### src/rtl/adder_pipe.sv
// adder_pipe: pipelined WIDTH-bit add/subtract built from STAGES carry-chained
// slices of SW = WIDTH/STAGES bits, one slice per clock, valid/ready on both
// sides. Define ADDER_PIPE_OVF_EN to add the registered signed-overflow output ovf.
module adder_pipe #(
  parameter int unsigned WIDTH  = 8,
  parameter int unsigned STAGES = 2
) (
  input  logic             clk,
  input  logic             rst,
  input  logic             in_valid,
  output logic             in_ready,
  input  logic [WIDTH-1:0] a,
  input  logic [WIDTH-1:0] b,
  input  logic             cin,
  input  logic             sub,
  output logic             out_valid,
  input  logic             out_ready,
  output logic [WIDTH-1:0] sum,
  output logic             cout
`ifdef ADDER_PIPE_OVF_EN
  ,
  output logic             ovf
`endif
);

  localparam int unsigned SW = WIDTH / STAGES;

  logic                         stall;

  // Per-stage registers: valid, carry out of the slice just added, operand
  // skew copies (upper slices still to be added) and the growing result word.
  logic [STAGES-1:0]            vld_q, vld_d;
  logic [STAGES-1:0]            cy_q, cy_d;
  logic [STAGES-1:0][WIDTH-1:0] opa_q, opa_d;
  logic [STAGES-1:0][WIDTH-1:0] opb_q, opb_d;
  logic [STAGES-1:0][WIDTH-1:0] res_q, res_d;

  // What each stage sees at its input: the ports for stage 0, the previous
  // stage's registers otherwise.
  logic [STAGES-1:0]            src_v, src_c;
  logic [STAGES-1:0][WIDTH-1:0] src_a, src_b, src_r;
  logic [STAGES-1:0][SW:0]      slice;

  assign stall     = vld_q[STAGES-1] & ~out_ready;
  assign in_ready  = ~stall;
  assign out_valid = vld_q[STAGES-1];
  assign sum       = res_q[STAGES-1];
  assign cout      = cy_q[STAGES-1];

  // Route each stage's inputs; B is inverted once at entry for subtraction.
  always_comb begin
    src_v    = '0;
    src_c    = '0;
    src_a    = '0;
    src_b    = '0;
    src_r    = '0;
    src_v[0] = in_valid;
    src_c[0] = sub | cin;
    src_a[0] = a;
    src_b[0] = sub ? ~b : b;
    src_r[0] = '0;
    for (int unsigned k = 1; k < STAGES; k++) begin
      src_v[k] = vld_q[k-1];
      src_c[k] = cy_q[k-1];
      src_a[k] = opa_q[k-1];
      src_b[k] = opb_q[k-1];
      src_r[k] = res_q[k-1];
    end
  end

  // Slice adders: stage k adds bits [k*SW +: SW] with the chained carry.
  always_comb begin
    slice = '0;
    for (int unsigned k = 0; k < STAGES; k++) begin
      slice[k] = {1'b0, src_a[k][k*SW +: SW]} + {1'b0, src_b[k][k*SW +: SW]}
               + {{SW{1'b0}}, src_c[k]};
    end
  end

  // Advance the pipeline unless stalled; data registers only load on a valid
  // beat so the outputs keep their last value across bubbles.
  always_comb begin
    vld_d = vld_q;
    cy_d  = cy_q;
    opa_d = opa_q;
    opb_d = opb_q;
    res_d = res_q;
    if (!stall) begin
      for (int unsigned k = 0; k < STAGES; k++) begin
        vld_d[k] = src_v[k];
        if (src_v[k]) begin
          cy_d[k]                = slice[k][SW];
          opa_d[k]               = src_a[k];
          opb_d[k]               = src_b[k];
          res_d[k]               = src_r[k];
          res_d[k][k*SW +: SW]   = slice[k][SW-1:0];
        end
      end
    end
  end

  // Pipeline state registers with synchronous reset.
  always_ff @(posedge clk) begin
    if (rst) begin
      vld_q <= '0;
      cy_q  <= '0;
      opa_q <= '0;
      opb_q <= '0;
      res_q <= '0;
    end else begin
      vld_q <= vld_d;
      cy_q  <= cy_d;
      opa_q <= opa_d;
      opb_q <= opb_d;
      res_q <= res_d;
    end
  end

  // The last stage's operand copies have no consumer.
  logic unused_skew;
  assign unused_skew = ^{opa_q[STAGES-1], opb_q[STAGES-1]};

`ifdef ADDER_PIPE_OVF_EN
  logic ovf_q, ovf_d, msb_cin;

  // Carry into the MSB recovered from its sum bit; overflow is that XOR carry out.
  always_comb begin
    msb_cin = slice[STAGES-1][SW-1] ^ src_a[STAGES-1][WIDTH-1] ^ src_b[STAGES-1][WIDTH-1];
    ovf_d   = ovf_q;
    if (!stall && src_v[STAGES-1]) begin
      ovf_d = msb_cin ^ slice[STAGES-1][SW];
    end
  end

  // Overflow flag registered alongside the final result slice.
  always_ff @(posedge clk) begin
    if (rst) begin
      ovf_q <= 1'b0;
    end else begin
      ovf_q <= ovf_d;
    end
  end

  assign ovf = ovf_q;
`endif

endmodule

### config.mk
export PLATFORM = sky130hd
export DESIGN_NAME = adder_pipe
export DESIGN_NICKNAME = d
export VERILOG_FILES = /design/src/rtl/adder_pipe.sv
export SDC_FILE = /design/constraint.sdc
export NUM_CORES = 1
export LEC_CHECK = 0
export ABC_AREA = 1
export CORE_MARGIN = 3
export CORE_UTILIZATION = 40
export DETAILED_ROUTE_END_ITERATION = 6
export PLACE_DENSITY = 0.67
export SLEW_MARGIN = 25
export SYNTH_ARGS = -nofsm -noshare
export SYNTH_HDL_FRONTEND = slang
export SYNTH_SLANG_ARGS = --single-unit
### constraint.sdc
create_clock -name clk -period 2.3 [get_ports clk]
set_input_delay 0.46 -clock clk [delete_from_list [all_inputs] [get_ports clk]]
set_output_delay 0.46 -clock clk [all_outputs]
set_load 0.005 [all_outputs]
==> results.sh <==
export IMPL_area_delta_synth_final_pct=24.27
export IMPL_finalHoldViolations=0
export IMPL_vias_per_cell=4.697
export IMPL_synthesis_nets=197
export IMPL_cts_inserted_buffers=3
export IMPL_tns_ns=0
export IMPL_fp_row_count=20
export IMPL_cts_resized=0
export IMPL_drv_slew=0
export IMPL_p_leak_nw=0.6944
export IMPL_holdBufCountCts=0
export IMPL_required_ns=2.52
export IMPL_path_class="input pin to register"
export IMPL_antenna_found_initial=0
export IMPL_gr_total_overflow=0
export IMPL_grt_setup_unrepaired="false"
export IMPL_wl_per_cell_microns=11.08
export IMPL_mostFrequentLayoutCells="clkdlybuf4s50_1 (32), nor2_1 (25), dfxtp_1 (24), o21ai_0 (15), nand2_1 (15)"
export IMPL_relSlewSlack_pct=77.63
export IMPL_final_common_cell="clkdlybuf4s50_1"
export IMPL_grt_pass1_vias=1087
export IMPL_ys_seq_area_share_pct=36.12
export IMPL_num_vias=1099
export IMPL_dieHeight_microns=63.67
export IMPL_drive_gt1_share_pct=10.00
export IMPL_min_period_ns=2.205
export IMPL_fin_crit_sh_pct=95.85
export IMPL_die_area_sq_um=4053
export IMPL_gp_congestion=0.8058
export IMPL_critPathCaptureType="register"
export IMPL_synth_area_per_cell_sq_um=8.061
export IMPL_grt_pass1_wl_microns=4485
export IMPL_finalSetupViolCount=0
export IMPL_ant_nets=0
export IMPL_clk_path_buf_depth=2
export IMPL_yosysWarnings=0
export IMPL_drt_pass1_iter_count=4
export IMPL_yosysTopAreaCellShare_pct=36.12
export IMPL_fin_cells=234
export IMPL_fin_skew_ns=0.007887
export IMPL_start_util_pct=42.86
export IMPL_grt_max_degree=20
export IMPL_pin_count=33
export IMPL_cts_setup_buffers=0
export IMPL_core_sq_um=3103
export IMPL_hpwlAfterDp_microns=2085
export IMPL_clk_pin_slew_worst_paths_ns=0.13
export IMPL_diodes=0
export IMPL_syn_inst=165
export IMPL_worstHoldPathType="register to register"
export IMPL_holdWs_ns=0.4938
export IMPL_drt_iter0_markers=42
export IMPL_drc=0
export IMPL_cts_sinks=24
export IMPL_power_uw=942.8
export IMPL_nNetsFinal=223
export IMPL_cts_tree="built"
export IMPL_placed_cells=230
export IMPL_synthesis_area_sq_um=1330
export IMPL_dieWidth_microns=63.67
export IMPL_fin_util_pct=53.27
export IMPL_peakVddDrop_v=0.0002518
export IMPL_yosys_top_cells_area="dfxtp_1 (36%), nor2_1 (7.1%), fa_1 (6.0%)"
export IMPL_ys_types=22
export IMPL_cp_arrival_ns=2.42
export IMPL_clock_root_buffer="clkbuf_4"
export IMPL_place_ws_ns=-0.2348
export IMPL_insertion_delay_ns=0.31
export IMPL_drv_cap=0
export IMPL_final_area_sq_um=1653
export IMPL_drt_wl_total_microns=2592
export IMPL_htree_levels=1
export IMPL_crit_fanout=3
export IMPL_placed_cell_area_sq_um=1617
export IMPL_port_buffers=32
export IMPL_tightest_slew_ns=0.3347
export IMPL_outcome="completed"
export IMPL_synth_largest_area_cell="dfxtp_1"
export IMPL_grt_usage_pct=13.81
export IMPL_startpoint_type="input pin"
export IMPL_ys_ff_latch=24
export IMPL_fmax_mhz=453.6
export IMPL_setup_slack_ns=0.09540
export IMPL_p_per_area_nw_per_um2=570.4
==> registers in the layout, indices dropped and copies added (netlist names) <==
register  cells
cy_q          2
sum           8
opa_q         4
res_q         4
opb_q         4
vld_q         2
==> kinds of logic after synthesis <==
family	Yosys count	share of synthesized area, %
buffers and inverters	30	12.61
adders and majority gates	10	11.67
and+or+nand+nor	57	19.94
xor gates and xnor gates	9	5.926
DFF	24	36.12
AOI/OAI and AO/OA	35	13.74
==> Yosys cell counts, drive strengths merged <==
cell type,n
xnor2,4
o21ai,19
inv,17
nor3,1
buf,13
nand2,18
dfxtp,24
fa,4
ha,6
a21oi,16
nand3,8
xor2,5
or2,2
nor2,28
==> layer usage <==
layer / vias up / routed length [microns] / GRT usage, %
met5: - / 0 / 0
met4: 0 / 42 / 7.008
met3: 4 / 109 / 2.674
met2: 25 / 1288 / 24.25
met1: 501 / 1151 / 15.75
li1: 569 / - / -
==> path summary, 6_finish.rpt <==
kind	start	slack (ns)	to	cells past startpoint
setup / recovery	sub	0.1	cy_q[0]	8
hold / removal	sum[0]	0.49	sum[0]	2
setup reg to reg	cy_q[0]	0.70	sum[6]	6
hold reg to reg	sum[0]	0.49	sum[0]	2
==> where the power goes <==
group / internal, mW / leakage, nW / switching [mW] / total, mW
Combinational: 0.126 / 0.475 / 0.121 / 0.248
Clock: 0.0967 / 0.0210 / 0.128 / 0.225
Sequential: 0.451 / 0.199 / 0.0196 / 0.471
Total: 0.674 / 0.694 / 0.269 / 0.943
==> layout make-up <==
type | instances | area [sq um]
multi-input cells | 111 | 681.9
clock buffers | 4 | 36.28
flip-flops and latches | 24 | 480.5
fillers | 317 | 1450
repair buffers | 34 | 335.3
inverters | 17 | 63.81
well taps | 44 | 55.05
==> worst max-delay path: stages <==
cell and delay [ns]:
clkdlybuf4s50_1 0.48, or2_2 0.33, fa_1 0.42, fa_1 0.43, nand2_1 0.09, a21oi_1 0.07, nor3_2 0.09, nor2_1 0.05
No activity file was read; power rests on OpenSTA's default activity.
